`src/rtl/uart_pkt_rx.sv`:
```
// Packet de-framer behind the UART RX FIFO: SOF / length / payload / XOR checksum.
// The payload is buffered and streamed out only after the whole frame checks good.
module uart_pkt_rx #(
  parameter logic [7:0]  Sof     = 8'hA5,
  parameter int unsigned MaxLen  = 16,
  parameter int unsigned Timeout = 2000
) (
  input  logic       clk_i,
  input  logic       rst_ni,
  input  logic [8:0] fifo_dout_i,
  input  logic       fifo_empty_i,
  output logic       fifo_read_o,
  output logic [7:0] pl_data_o,
  output logic       pl_valid_o,
  input  logic       pl_ready_i,
  output logic       pl_last_o,
  output logic       pkt_ok_o,
  output logic       pkt_err_o,
  output logic [1:0] err_code_o
);

  localparam int unsigned PtrW = $clog2(MaxLen + 1);
  localparam int unsigned IdxW = (MaxLen > 1) ? $clog2(MaxLen) : 1;
  localparam int unsigned TmoW = (Timeout > 0) ? $clog2(Timeout + 1) : 1;

  localparam logic [1:0] ErrTmo = 2'd0;
  localparam logic [1:0] ErrPar = 2'd1;
  localparam logic [1:0] ErrLen = 2'd2;
  localparam logic [1:0] ErrChk = 2'd3;

  typedef enum logic [2:0] {StHunt, StLen, StPayload, StChk, StEmit} state_e;

  state_e            state_q, state_d;
  logic              fifo_read_q, fifo_read_d;
  logic              byte_vld_q;
  logic [7:0]        len_q, len_d;
  logic [7:0]        chk_q, chk_d;
  logic [PtrW-1:0]   wr_ptr_q, wr_ptr_d;
  logic [PtrW-1:0]   rd_ptr_q, rd_ptr_d;
  logic [TmoW-1:0]   tmo_q, tmo_d;
  logic [7:0]        pl_data_q, pl_data_d;
  logic              pl_valid_q, pl_valid_d;
  logic              pl_last_q, pl_last_d;
  logic              pkt_ok_q, pkt_ok_d;
  logic              pkt_err_q, pkt_err_d;
  logic [1:0]        err_code_q, err_code_d;

  logic [7:0]        buf_q [2**IdxW];
  logic              buf_we;

  logic              rx_par;
  logic [7:0]        rx_byte;
  logic              good_byte;
  logic              in_frame;
  logic              err_hit;
  logic [1:0]        err_val;
  logic [PtrW-1:0]   len_p, wr_next, rd_next;

  assign rx_par    = fifo_dout_i[8];
  assign rx_byte   = fifo_dout_i[7:0];
  assign good_byte = byte_vld_q && !rx_par;
  assign in_frame  = (state_q == StLen) || (state_q == StPayload) || (state_q == StChk);
  assign len_p     = PtrW'(len_q);
  assign wr_next   = wr_ptr_q + PtrW'(1);
  assign rd_next   = rd_ptr_q + PtrW'(1);

  always_comb begin
    state_d    = state_q;
    len_d      = len_q;
    chk_d      = chk_q;
    wr_ptr_d   = wr_ptr_q;
    rd_ptr_d   = rd_ptr_q;
    tmo_d      = '0;
    pl_data_d  = pl_data_q;
    pl_valid_d = pl_valid_q;
    pl_last_d  = pl_last_q;
    pkt_ok_d   = 1'b0;
    pkt_err_d  = 1'b0;
    err_code_d = err_code_q;
    buf_we     = 1'b0;
    err_hit    = 1'b0;
    err_val    = ErrTmo;

    // Parity beats everything in-frame; the timeout only counts idle cycles.
    if (in_frame) begin
      if (byte_vld_q && rx_par) begin
        err_hit = 1'b1;
        err_val = ErrPar;
      end else if (!byte_vld_q && Timeout != 0) begin
        tmo_d = tmo_q + TmoW'(1);
        if (32'(tmo_q) + 32'd1 == Timeout) begin
          err_hit = 1'b1;
          err_val = ErrTmo;
        end
      end
    end

    unique case (state_q)
      StHunt: begin
        if (good_byte && rx_byte == Sof) state_d = StLen;
      end
      StLen: begin
        if (good_byte) begin
          len_d = rx_byte;
          chk_d = rx_byte;
          if (32'(rx_byte) > MaxLen) begin
            err_hit = 1'b1;
            err_val = ErrLen;
          end else if (rx_byte == 8'd0) begin
            state_d = StChk;
          end else begin
            state_d  = StPayload;
            wr_ptr_d = '0;
          end
        end
      end
      StPayload: begin
        if (good_byte) begin
          buf_we   = 1'b1;
          chk_d    = chk_q ^ rx_byte;
          wr_ptr_d = wr_next;
          if (wr_next == len_p) state_d = StChk;
        end
      end
      StChk: begin
        if (good_byte) begin
          if (rx_byte == chk_q) begin
            pkt_ok_d = 1'b1;
            if (len_q == 8'd0) begin
              state_d = StHunt;
            end else begin
              state_d  = StEmit;
              rd_ptr_d = '0;
            end
          end else begin
            err_hit = 1'b1;
            err_val = ErrChk;
          end
        end
      end
      StEmit: begin
        if (!pl_valid_q) begin
          pl_valid_d = 1'b1;
          pl_data_d  = buf_q[rd_ptr_q[IdxW-1:0]];
          pl_last_d  = (rd_next == len_p);
        end else if (pl_ready_i) begin
          if (pl_last_q) begin
            pl_valid_d = 1'b0;
            pl_last_d  = 1'b0;
            state_d    = StHunt;
          end else begin
            rd_ptr_d  = rd_next;
            pl_data_d = buf_q[rd_next[IdxW-1:0]];
            pl_last_d = (rd_next + PtrW'(1) == len_p);
          end
        end
      end
      default: state_d = StHunt;
    endcase

    if (err_hit) begin
      state_d    = StHunt;
      pkt_err_d  = 1'b1;
      err_code_d = err_val;
    end

    // One read in flight at most; nothing is fetched while the payload drains.
    fifo_read_d = (state_d != StEmit) && !fifo_empty_i && !fifo_read_q;
  end

  always_ff @(posedge clk_i or negedge rst_ni) begin
    if (!rst_ni) begin
      state_q     <= StHunt;
      fifo_read_q <= 1'b0;
      byte_vld_q  <= 1'b0;
      len_q       <= '0;
      chk_q       <= '0;
      wr_ptr_q    <= '0;
      rd_ptr_q    <= '0;
      tmo_q       <= '0;
      pl_data_q   <= '0;
      pl_valid_q  <= 1'b0;
      pl_last_q   <= 1'b0;
      pkt_ok_q    <= 1'b0;
      pkt_err_q   <= 1'b0;
      err_code_q  <= '0;
    end else begin
      state_q     <= state_d;
      fifo_read_q <= fifo_read_d;
      byte_vld_q  <= fifo_read_q;
      len_q       <= len_d;
      chk_q       <= chk_d;
      wr_ptr_q    <= wr_ptr_d;
      rd_ptr_q    <= rd_ptr_d;
      tmo_q       <= tmo_d;
      pl_data_q   <= pl_data_d;
      pl_valid_q  <= pl_valid_d;
      pl_last_q   <= pl_last_d;
      pkt_ok_q    <= pkt_ok_d;
      pkt_err_q   <= pkt_err_d;
      err_code_q  <= err_code_d;
    end
  end

  always_ff @(posedge clk_i) begin
    if (buf_we) buf_q[wr_ptr_q[IdxW-1:0]] <= rx_byte;
  end

  assign fifo_read_o = fifo_read_q;
  assign pl_data_o   = pl_data_q;
  assign pl_valid_o  = pl_valid_q;
  assign pl_last_o   = pl_last_q;
  assign pkt_ok_o    = pkt_ok_q;
  assign pkt_err_o   = pkt_err_q;
  assign err_code_o  = err_code_q;

endmodule
```
`config.mk`:
```
export PLATFORM = sky130hd
export DESIGN_NAME = uart_pkt_rx
export DESIGN_NICKNAME = d
export VERILOG_FILES = /design/src/rtl/uart_pkt_rx.sv
export SDC_FILE = /design/constraint.sdc
export NUM_CORES = 1
export LEC_CHECK = 0
export BUFFER_PORTS_ARGS = -buffer_cell sky130_fd_sc_hd__buf_2
export CORE_ASPECT_RATIO = 0.9
export CORE_UTILIZATION = 35
export DETAILED_ROUTE_END_ITERATION = 6
export HOLD_SLACK_MARGIN = 0.05
export PLACE_DENSITY_LB_ADDON = 0.2
export SLEW_MARGIN = 20
export SYNTH_ARGS = -nofsm -noshare
export SYNTH_HDL_FRONTEND = slang
export SYNTH_SLANG_ARGS = --single-unit
```
`constraint.sdc`:
```
create_clock -name clk_i -period 3.6 [get_ports clk_i]
set_input_delay 0.18 -clock clk_i [delete_from_list [all_inputs] [get_ports clk_i]]
set_output_delay 0.18 -clock clk_i [all_outputs]
set_load 0.02 [all_outputs]
```
### Yosys cells after proc, flatten, opt, wreduce, memory -nomap -nowiden

Memories as Yosys holds them, arrays and structs flattened.
Index checks and enable logic that the tools add are counted.
W data, S select, Z words.

* bits in registers: 56
* bits in writable memories: 128
* input port bits: 13
* output and inout bits: 15
* word-level logic and storage cells: 131
* memories: 1

Memories
* buf_q: words 16, bits a word 8, read ports 2, clocked after memory_dff 0, wr ports 1, line 48 `logic [7:0] buf_q [2**IdxW];`

* add/sub/neg operators: 5
* order comparisons: 1
* equality and inequality tests: 23
* multiplexer cells: 65
* bitwise operators: 1
* reductions and logical operators: 21

Operator list (number)
* $mux W5: 10
* $mux W8: 5
* $mux W3: 12
* $mux W11: 3
* $mux W1: 25
* $ne A2 B2 Y1 const B: 11
* $pmux W5 S2: 2
* $logic_not A8 Y1: 2
* $pmux W8 S2: 1
* $add A5 B1 Y5 const B: 3
* $eq A5 B5 Y1: 3
* $pmux W3 S5: 1
* $add A11 B1 Y12 const B: 1
* $eq A12 B11 Y1 const B: 1
* $add A11 B1 Y11 const B: 1
* $eq A8 B8 Y1: 1
* $eq A8 B8 Y1 const B: 1
* $gt A8 B5 Y1 const B: 1
* $mux W2: 4
* $xor A8 B8 Y8: 1
* $reduce_and A7 Y1: 1
* $eq A3 B2 Y1 const B: 2
* $reduce_and A3 Y1: 2
* $logic_and A1 B1 Y1: 5
* other kinds (12): 17

### Longest topological paths before layout

Gate-level depths: netlist of run 1.

* depth after elaboration: 13
* mapped depth: 13
* mapped depth without buffers: 8

### Worst setup path before layout of run 1

Ideal clock, no wire load.

* path kind: register to register
* from: register rd_ptr_q[0]
* to: register pl_data_q[4], in the netlist pl_data_o[4]
* setup time: 0.137 ns
* data arrival time: 2.513 ns
* required time: 3.463 ns
* setup slack: 0.950 ns
* cell stages (with the launch flop): 13
* buffers on the path: 5
* clock period less this slack: 2.650 ns
* cells stage by stage: dfrtp_1 -> buf_6 -> buf_6 -> buf_4 -> inv_1 -> ha_1 -> buf_2 -> clkbuf_1 -> mux4_2 -> a211oi_1 -> a21oi_1 -> a21oi_1 -> a21oi_1

* longest elaborated chain between the ends: 5

Ends and longest elaborated chain
* start, declared: line 39 `logic [PtrW-1:0] rd_ptr_q, rd_ptr_d;`
* start signal, assigned: line 194 `rd_ptr_q <= rd_ptr_d;`
* $add A5 B1 Y5: line 65 `assign rd_next = rd_ptr_q + PtrW'(1);`
* $mem_v2 Z16 W8 *
* $mux W8: line 147 `if (pl_last_q) begin`
* $mux W8: line 146 `end else if (pl_ready_i) begin`
* $mux W8 *: line 142 `if (!pl_valid_q) begin`
* end signal, assigned: line 196 `pl_data_q <= pl_data_d;`
* end, declared: line 41 `logic [7:0] pl_data_q, pl_data_d;`

Every way passes the cells marked *; elsewhere a longest branch is shown, timed or not. The select of a mux whose other input is x is not followed.
A chain may end at the register's enable or synchronous reset.

### Final worst setup path of run 1

* from: register rd_ptr_q[0]
* to: register pl_data_q[5], in the netlist pl_data_o[5]

Same word-level chain as after synthesis.

==> results of run 1 <==
## cells in the final DEF (no fill, tap or decap), types with 4 or more instances in the layout
| cell type | n |
|---|---|
| nor4_1 | 5 |
| xor2_1 | 19 |
| buf_4 | 23 |
| nand3_1 | 20 |
| mux4_2 | 64 |
| o21ai_0 | 20 |
| edfxtp_1 | 128 |
| mux2i_1 | 18 |
| nor2b_1 | 8 |
| nand2_1 | 48 |
| xnor2_1 | 16 |
| nor3_1 | 11 |
| clkbuf_16 | 17 |
| and3_1 | 4 |
| and2_1 | 9 |
| nor2_1 | 48 |
| inv_1 | 8 |
| ha_1 | 8 |
| a21oi_1 | 43 |
| dfrtp_1 | 55 |
| nand2b_1 | 9 |
| inv_8 | 5 |
| a31oi_1 | 4 |
| buf_2 | 27 |
| a211oi_1 | 25 |
## worst reg2reg max path: cells and delay by family, from the launching register on
family / cells / cell delay [ns]
mux: 1 / 0.31
fa+ha+maj: 1 / 0.69
compound gates: 4 / 0.99
flops: 1 / 0.43
buf+inv: 2 / 0.38
## final timing paths
kind / to / slack (ns) / cells after the start
max in group asynchronous: rd_ptr_q[0] / 2.32 / 3
worst min-delay path: err_code_o[1] / 0.13 / 4
min in group asynchronous: pl_data_o[2] / 0.37 / 2
worst min register to register: byte_vld_q / 0.44 / 0
worst max register to register: pl_data_o[5] / 0.66 / 8
worst max-delay path: pl_data_o[5] / 0.66 / 8
## per-stage QoR
| stage | hold WS (ns) | cells | util | cell area (um2) |
|---|---|---|---|---|
| after floorplan | -0.116 | 658 | - | 9210 |
| after global placement | 0.324 | 1006 | 0.382 | 9730 |
| after detailed placement | 0.341 | 1006 | 0.382 | 9730 |
| after CTS | 0.109 | 1040 | 0.405 | 10300 |
| after global routing | 0.162 | 1040 | 0.405 | 10300 |
| final | 0.125 | 1040 | 0.405 | 10300 |
## sequential cells by signal (all words and copies together), names as in the netlist
signal,flops
tmo_q,11
byte_vld_q,1
fifo_read_o,1
state_q,3
err_code_o,2
rd_ptr_q,5
pkt_err_o,1
pkt_ok_o,1
pl_valid_o,1
pl_data_o,8
pl_last_o,1
wr_ptr_q,5
buf_q,128
len_q,8
chk_q,8
## logic make-up (layout without fill, tap and decap cells)
kind of cell | Yosys count | after routing
xor gates and xnor gates | 37 | 37
AOI/OAI and AO/OA | 109 | 109
adders and majority gates | 8 | 8
buffers and inverters | 53 | 93
and+or+nand+nor | 183 | 183
muxes | 84 | 84
DFF | 184 | 184
## per-layer routing
metal	vias up	routed length (um)	global-route usage
met4	0	392	0.0586
met2	147	11100	0.295
li1	2589	-	-
met5	-	0	0
met1	2920	10500	0.245
met3	29	1060	0.0365
## area by class of cell
type                            instances  share of cell area
Sequential cell                       184               0.509
Multi-Input combinational cell        421               0.358
Inverter                                8             0.00291
Clock buffer                           18              0.0416
Tap cell                              342              0.0415
Clock inverter                         14              0.0132
Timing Repair Buffer                   53              0.0337
## power by group
part | total [W] | leakage [nW] | switching (W) | internal, W
combinational | 0.00260 | 1.40 | 0.00137 | 0.00124
clock | 0.00181 | 0.270 | 0.000889 | 0.000918
sequential | 0.00272 | 1.86 | 0.000267 | 0.00246
==> summary.txt, run 1 <==
Run status
  – Outcome: finished clean

Critical path
  – Worst flop-to-flop path startpoint: rd_ptr_q[0]
  – Crit-path cells: inv_1 -> ha_1 -> buf_4 -> mux4_2 -> a211oi_1 -> a21oi_1 -> a21oi_1 -> a21oi_1
  – Critical Path Source: rd_ptr_q[0]
  – WP data required: 3.90 ns
  – Crit end category: flip-flop
  – Setup CP Type: flip-flop to flip-flop
  – Critical Path Fanout Max: 14
  – Worst setup SP type: flip-flop
  – Worst stage delay on the critical path: 0.69 ns
  – Slowest stage cell, crit path: ha_1
  – CP most frequent cell: a21oi_1
  – Crit path max-delay family: compound AO/OA/AOI/OAI gates
  – Crit path DAT: 3.24 ns
  – Worst path bufs/invs: 2

Synth
  – Mux share of post-synthesis cell area: 0.178
  – Count leader, synth: edfxtp_1
  – Adder-Cell Fraction of Synth Area: 0.0109
  – Post-synthesis net count: 679
  – Mapped Area: 9210 um2
  – Post-synthesis average cell area: 14.0 um2
  – Top cells by area, synth: edfxtp_1 (42%), mux4_2 (16%), dfrtp_1 (15%)
  – Largest family of logic cells by synthesized area: multiplexers
  – Mapped Cells: 658
  – Yosys warns: 0
  – Compound-Gate Fraction of Synth Area: 0.0757
  – Library cells used by synthesis: 58
  – Register area share after synthesis: 0.569
  – Post-synthesis simple-gate area fraction: 0.0990
  – Most frequent cells after synthesis: edfxtp_1 (128), mux4_2 (64), dfrtp_1 (56)
  – EDFF count, synth: 128
  – Area share of the leading cell type in the synthesized netlist: 0.417
  – XOR/XNOR Fraction of Synth Area: 0.0360
  – Flops & latches, synth: 184
  – Main flop type after synthesis: edfxtp_1
  – Ys async rst share: 0.304
  – Area leader, netlist: edfxtp_1

CTS
  – Max clock buf depth: 2
  – Setup Buffers After CTS: 0
  – Hold_buf cts: 2
  – Clk pin slew, worst setup/hold paths: 0.08 ns
  – Num CTS Buffers: 17
  – Post-cts repair resize count: 0
  – H-tree levels: 4
  – Clk Latency, worst-skew pair: 0.44 ns
  – CTS tree: yes
  – Clock root buffer: clkbuf_16
  – CTS Sinks: 184

Placed design
  – Pre-CTS setup slack: 0.696 ns
  – Port Buffers: 27
  – GP Congestion: 0.789
  – DPL Wire Length: 15,500 um

GRT
  – GRT Total Usage: 0.181
  – Vias in the first global route: 5,845
  – Antenna violations before repair: 0
  – Pin count of the biggest net entering global routing: 72
  – Global-route wire length before repair: 36,100 um
  – Gr ovfl total: 0

Finish
  – Multi-input logic area: 3690 um2
  – Antenna Cells: 0
  – FF/Latch Area: 5250 um2
  – Share of post-route cells with drive strength above 1: 0.231
  – Area Growth Syn to Fin: 12.0%
  – Nets@finish: 706
  – Fillcell total: 2,373

STA
  – Slew margin rel.: 0.298
  – Final worst-path cycle share: 0.815
  – RSZ-0062 raised after global routing: false
  – Setup TNS: 0 ns
  – Slew Viols, Final: 0
  – # setup viols final: 0
  – Period minus WS final: 2.94 ns
  – Worst Tran Pin Value: 1.05 ns
  – Final-report hold violation count: 0
  – Worst setup margin: 0.664 ns
  – Max Clock Skew: 0.0118 ns
  – FMAX: 341 MHz

Run
  – Max-cap viol count: 0

Floorplan
  – Core area: 25,500 um2
  – Die H: 156 um
  – Die Wd: 173 um
  – Row cnt: 55
  – Die ar.: 27,000 um2
  – Initial Utilization: 0.362
  – I/O Pins: 28

Route
  – DR pass1 iterations: 5
  – DRT iter0 DRCs: 528
  – DRC: 0
  – Via count: 5,685
  – Vias/cell: 5.47
  – Detail Route Antenna Nets: 0
  – DR WL/cell: 22.2 um
  – Routed WL: 23,100 um

Power and ir drop
  – Pwr dens: 692 nW/um2
  – Leakage: 3.53 nW
  – Total design power: 0.00713 W
  – Maximum vdd drop: 0.407 mV

Worst hold path
  – Worst min path class: input pin to flip-flop
  – Hold path startpoint: fifo_dout_i[8]
Power figures use the tool's default switching activity.
==> run 2: changes to the inputs <==
clock period = 2.65 ns   (was 3.6 ns; I/O delays follow)
==> summary.txt, run 2 (same netlist as run 1, synthesis figures left out) <==
Run status
  – Outcome: finished clean

CTS
  – Max clock buf depth: 2 (unchanged)
  – CTS tree: yes
  – Clk Latency, worst-skew pair: 0.44 ns (about the same)
  – H-tree levels: 4 (unchanged)
  – Num CTS Buffers: 17 (unchanged)
  – Setup Buffers After CTS: 0 (unchanged)
  – Clock root buffer: clkbuf_16
  – CTS Sinks: 184 (unchanged)
  – Clk pin slew, worst setup/hold paths: 0.08 ns (about the same)

STA
  – Max Clock Skew: 0.0174 ns (+0.00566 ns)
  – Setup TNS: 0 ns (unchanged)
  – Period minus WS final: 2.44 ns (-0.499 ns)
  – # setup viols final: 0 (unchanged)
  – RSZ-0062 raised after global routing: false
  – Slew margin rel.: 0.478 (+0.180)
  – Slew Viols, Final: 0 (unchanged)
  – Final-report hold violation count: 0 (unchanged)
  – FMAX: 410 MHz (+20%)
  – Final worst-path cycle share: 0.919 (+0.104)
  – Worst Tran Pin Value: 0.780 ns (-0.269 ns)

Finish
  – Area Growth Syn to Fin: 14.8%
  – Fin util: 0.415 (+0.0101)
  – Multi-input logic area: 3690 um2 (unchanged)
  – Share of post-route cells with drive strength above 1: 0.253 (+0.0225)
  – Nets@finish: 727 (+3.0%)
  – Fillcell total: 2,339 (-1.4%)
  – FF/Latch Area: 5250 um2 (unchanged)
  – Commonest non-fill, non-tap cell in the layout: edfxtp_1
  – Largest register FFs: 128 (unchanged)
  – Fin area: 10,600 um2 (+2.5%)
  – Most frequent cells in the layout: edfxtp_1 (128), mux4_2 (64), dfrtp_1 (55)
  – Antenna Cells: 0 (unchanged)

Worst hold path
  – Hold path startpoint: pl_ready_i
  – Hold Path Depth: 4 (unchanged)
  – Worst min path class: input pin to flip-flop
  – Worst Hold Path EP: pl_last_o

Critical path
  – Worst flop-to-flop path startpoint: rd_ptr_q[0]
  – WP data required: 2.97 ns (-0.93 ns)
  – Critical Path Fanout Max: 33 (+19)
  – Critical R2R Capture: pl_data_o[0]
  – Setup CP Type: flip-flop to flip-flop
  – Crit end category: flip-flop
  – Crit path DAT: 2.75 ns (-0.49 ns)
  – FF-to-FF setup slack: 0.21 ns (-0.45 ns)
  – Worst setup SP type: flip-flop
  – Worst Reg-to-Reg Cells: 9 (+1)

Power and ir drop
  – Sw Ratio: 0.352 (-0.00112)
  – Maximum vdd drop: 0.605 mV (+49%)
  – Clock network power share: 0.267 (+0.014)
  – Part of the power in registers: 0.365 (-0.017)
  – Leakage: 3.69 nW (+4.4%)
  – Power Internal: 0.00650 W (+41%)
  – Logic pwr share: 0.368 (+0.003)
  – Pwr dens: 950 nW/um2 (+37%)
  – Switch Pwr: 0.00354 W (+40%)

Floorplan
  – Core area: 25,500 um2 (unchanged)
  – Die H: 156 um (unchanged)
  – Row cnt: 55 (unchanged)
  – Initial Utilization: 0.362 (unchanged)
  – Die ar.: 27,000 um2 (unchanged)
  – Die Wd: 173 um (unchanged)
  – I/O Pins: 28 (unchanged)

GRT
  – Antenna violations before repair: 0 (unchanged)
  – Top Usage Layer GRT: met2
  – GRT Total Usage: 0.188 (+0.00675)
  – Global Route met3 Usage: 0.0378 (+0.00122)
  – Vias in the first global route: 6,057 (+3.6%)
  – Met2 Use GR: 0.323 (+0.0280)
  – Global-route wire length before repair: 37,200 um (+3.3%)
  – Gr ovfl total: 0 (unchanged)
  – M1 GR Usage: 0.245 (about the same)
  – Pin count of the biggest net entering global routing: 35 (-51%)

Route
  – Detail Route Antenna Nets: 0 (unchanged)
  – DRC: 0 (unchanged)
  – DR WL/cell: 22.8 um (+2.6%)
  – DR pass1 iterations: 4 (-1)
  – DRT iter0 DRCs: 516 (-2.3%)
  – Via count: 5,877 (+3.4%)
  – Vias/cell: 5.54 (+1.3%)
  – Routed WL: 24,200 um (+4.6%)

Placed design
  – Post-DP Area: 9900 um2 (+1.8%)
  – GP Congestion: 0.801 (+1.6%)
  – Port Buffers: 27 (unchanged)
  – DPL Wire Length: 16,400 um (+5.3%)

Run
  – Max-cap viol count: 0 (unchanged)
## run 2: layout make-up
type / count / share of cell area
multi-input combinational: 421 / 0.349
timing repair buffer: 74 / 0.0504
inverter: 8 / 0.00284
sequential: 184 / 0.497
clock buffer: 17 / 0.0402
tap: 342 / 0.0405
clock inverter: 15 / 0.0201
## run 2: per-layer routing
metal	vias to the layer above	wire length (um)
li1	2630	-
met1	3065	10400
met2	163	12100
met3	19	1390
met4	0	270
met5	-	0
## run 2: through the flow
step / hold slack [ns] / cells / total power, W / setup WS [ns]
final: 0.117 / 1061 / 0.0100 / 0.213
after global routing: 0.126 / 1061 / 0.0106 / 0.0783
after CTS: 0.0945 / 1061 / 0.0101 / 0.203
after detailed placement: 0.123 / 1026 / 0.00743 / 0.225
after global placement: 0.121 / 1026 / 0.00739 / 0.305
after floorplan: -0.163 / 658 / 0.00645 / 0.000111
## run 2: timing repair
| item | CTS | global route |
|---|---|---|
| resized for setup | 0 | 0 |
| hold buffers | 3 | 0 |
| endpoints found under the hold margin | 14 | 0 |
## run 2: worst max path at each step
stage	from	endpoint	slack [ns]
4_1_cts	rd_ptr_q[0]	pl_data_o[0]	0.20
6_report	rd_ptr_q[0]	pl_data_o[0]	0.21
3_3_place_gp	rd_ptr_q[0]	pl_data_o[5]	0.31
5_1_grt	rd_ptr_q[0]	pl_data_o[4]	0.08
3_5_place_dp	rd_ptr_q[0]	pl_data_o[0]	0.22
2_1_floorplan	rd_ptr_q[0]	pl_data_o[4]	0.0001
## run 2: power groups by stage
| stage | combinational [W] | sequential (W) | clock, W |
|---|---|---|---|
| floorplan | 0.00275 | 0.00370 | 0 |
| global placement | 0.00368 | 0.00371 | 0 |
| detailed placement | 0.00372 | 0.00372 | 0 |
| CTS | 0.00374 | 0.00366 | 0.00275 |
| global route | 0.00400 | 0.00370 | 0.00285 |
| finish | 0.00370 | 0.00366 | 0.00268 |
## run 2: worst max-delay path, cell delays in order (launching register included)
cell and delay (ns):
dfrtp_4 0.52, inv_1 0.08, ha_1 0.39, buf_12 0.27
mux4_2 0.32, and2_1 0.17, a211oi_1 0.25, a21oi_1 0.06
a21oi_1 0.16, a21oi_1 0.08
==> run 3: changes to the inputs <==
CORE_ASPECT_RATIO = 2   (was 0.9)
RECOVER_POWER = 50   (was default)
==> summary.txt, run 3 (same netlist as run 1, synthesis figures left out) <==
STA
  – Setup TNS: 0 ns (unchanged)
  – Final-report hold violation count: 0 (unchanged)
  – RSZ-0062 raised after global routing: false
  – Period minus WS final: 2.44 ns (+0.00395 ns)
  – FMAX: 410 MHz (-0.16%)
  – # setup viols final: 0 (unchanged)
  – Slew Viols, Final: 31 (+31)
  – Final worst-path cycle share: 0.921 (+0.00149)
  – Max Clock Skew: 0.0105 ns (-0.00695 ns)
  – Slew margin rel.: -0.287 (-0.765)
  – Worst Tran Pin Value: 1.93 ns (+1.15 ns)

Finish
  – Antenna Cells: 0 (unchanged)
  – FF/Latch Area: 5250 um2 (unchanged)
  – Share of post-route cells with drive strength above 1: 0.224 (-0.0294)
  – Nets@finish: 732 (+0.69%)
  – Commonest non-fill, non-tap cell in the layout: edfxtp_1
  – Multi-input logic area: 3690 um2 (unchanged)
  – Fillcell total: 2,478 (+5.9%)
  – Largest register FFs: 128 (unchanged)
  – Area Growth Syn to Fin: 13.8%
  – Most frequent cells in the layout: edfxtp_1 (128), mux4_2 (64), dfrtp_1 (55)

GRT
  – Global-route wire length before repair: 38,500 um (+3.4%)
  – M1 GR Usage: 0.201 (-0.0442)
  – Vias in the first global route: 6,351 (+4.9%)
  – Met2 Use GR: 0.390 (+0.0672)
  – Top Usage Layer GRT: met2
  – Pin count of the biggest net entering global routing: 45 (+29%)
  – Antenna violations before repair: 0 (unchanged)
  – Global Route met3 Usage: 0.0314 (-0.00639)
  – Gr ovfl total: 0 (unchanged)
  – GRT Total Usage: 0.204 (+0.0158)

CTS
  – Max clock buf depth: 2 (unchanged)
  – Clock root buffer: clkbuf_16
  – CTS tree: yes
  – Clk pin slew, worst setup/hold paths: 0.07 ns (about the same)
  – Num CTS Buffers: 17 (unchanged)
  – CTS Sinks: 184 (unchanged)
  – Clk Latency, worst-skew pair: 0.44 ns (about the same)
  – H-tree levels: 4 (unchanged)
  – Setup Buffers After CTS: 0 (unchanged)

Power and ir drop
  – Maximum vdd drop: 0.455 mV (-25%)
  – Pwr dens: 940 nW/um2 (-1.0%)
  – Total design power: 0.00986 W (-1.8%)
  – Leakage: 3.59 nW (-2.5%)

Floorplan
  – Die Wd: 117 um (-33%)
  – Row cnt: 83 (+51%)
  – I/O Pins: 28 (unchanged)
  – Core area: 25,800 um2 (+1.1%)
  – Die H: 231 um (+48%)
  – Die ar.: 27,000 um2 (+0.14%)
  – Initial Utilization: 0.358 (-0.00411)

Critical path
  – Crit path DAT: 2.76 ns (about the same)
  – Worst Reg-to-Reg Cells: 7 (-2)
  – Worst flop-to-flop path startpoint: rd_ptr_q[0]
  – WP data required: 2.97 ns (about the same)
  – Crit end category: flip-flop
  – Worst setup SP type: flip-flop
  – FF-to-FF setup slack: 0.21 ns (about the same)
  – Setup CP Type: flip-flop to flip-flop
  – Critical Path Fanout Max: 44 (+33%)
  – Critical R2R Capture: pl_data_o[0]

Placed design
  – DPL Wire Length: 18,500 um (+13%)
  – GP Congestion: 0.809 (+0.94%)
  – Port Buffers: 27 (unchanged)

Route
  – DRT iter0 DRCs: 314 (-39%)
  – Vias/cell: 5.54 (about the same)
  – Detail Route Antenna Nets: 0 (unchanged)
  – DRC: 0 (unchanged)
  – DR pass1 iterations: 4 (unchanged)
  – DR WL/cell: 23.9 um (+4.8%)
  – Routed WL: 25,400 um (+5.1%)
  – Via count: 5,896 (+0.32%)

Worst hold path
  – Hold Path Depth: 3 (-1)
  – Hold path startpoint: pl_ready_i
  – Worst min path class: input pin to flip-flop
  – Worst Hold Path EP: pl_valid_o

Run status
  – Failing checks: capacitance limit, slew limit
  – Outcome: finished with violations

Run
  – Max-cap viol count: 1 (+1)
-- run 3: cell types whose count changed in the layout (fill, tap and decap cells not counted), sizes merged --
cell | previous run | this run
clkinv | 5 | 4
inv | 17 | 15
buf | 71 | 49
bufinv | 1 | 0
clkinvlp | 0 | 4
clkbuf | 17 | 44
-- run 3: how the worst max path moves through the flow --
stage	slack, ns	depth (start not counted)	end	startpoint
global route	0.06	7	pl_data_o[0]	rd_ptr_q[0]
finish	0.21	7	pl_data_o[0]	rd_ptr_q[0]
global placement	0.24	7	pl_data_o[0]	rd_ptr_q[0]
detailed placement	0.22	7	pl_data_o[0]	rd_ptr_q[0]
CTS	0.21	7	pl_data_o[0]	rd_ptr_q[0]
floorplan	0.0001	12	pl_data_o[4]	rd_ptr_q[0]
-- run 3: power by group --
part           switching, W  internal [W]  total [W]
Clock               0.00122       0.00124    0.00245
Combinational       0.00189       0.00177    0.00367
Sequential         0.000394       0.00334    0.00373
Total               0.00350       0.00635    0.00986
-- run 3: final cells by class --
class                      instances  share of cell area
tap                              340              0.0406
clock inverter                    15              0.0131
clock buffer                      17              0.0406
inverter                           8             0.00286
timing repair buffer              79              0.0502
multi-input combinational        421               0.352
sequential                       184               0.501
-- run 3: repair_timing --
action,in CTS,in global routing
endpoints found under the hold margin,30,0
resized for setup,0,0
hold buffers,3,0
-- run 3: routing by layer --
layer	up-vias	share of wire
met5	-	0
met4	0	0.050
met3	60	0.035
met2	144	0.59
met1	3059	0.33
li1	2633	-
-- run 3: metrics by stage --
step	std cells	instance area [um2]	worst slack [ns]	util	hold WS, ns
floorplan	658	9210	0.000111	-	-0.163
global placement	1029	9950	0.236	0.386	0.262
detailed placement	1029	9950	0.218	0.386	0.263
CTS	1064	10500	0.213	0.409	0.0837
global route	1064	10500	0.0601	0.407	0.107
finish	1064	10500	0.209	0.407	0.0996
-- run 3: worst max-delay path, stage by stage, from the launching register on --
cell      delay [ns]
dfrtp_4         0.51
buf_12          0.33
mux4_2          0.54
nor2b_1         0.14
a211oi_1        0.43
a211oi_1        0.11
a21oi_1         0.13
a21oi_1         0.07
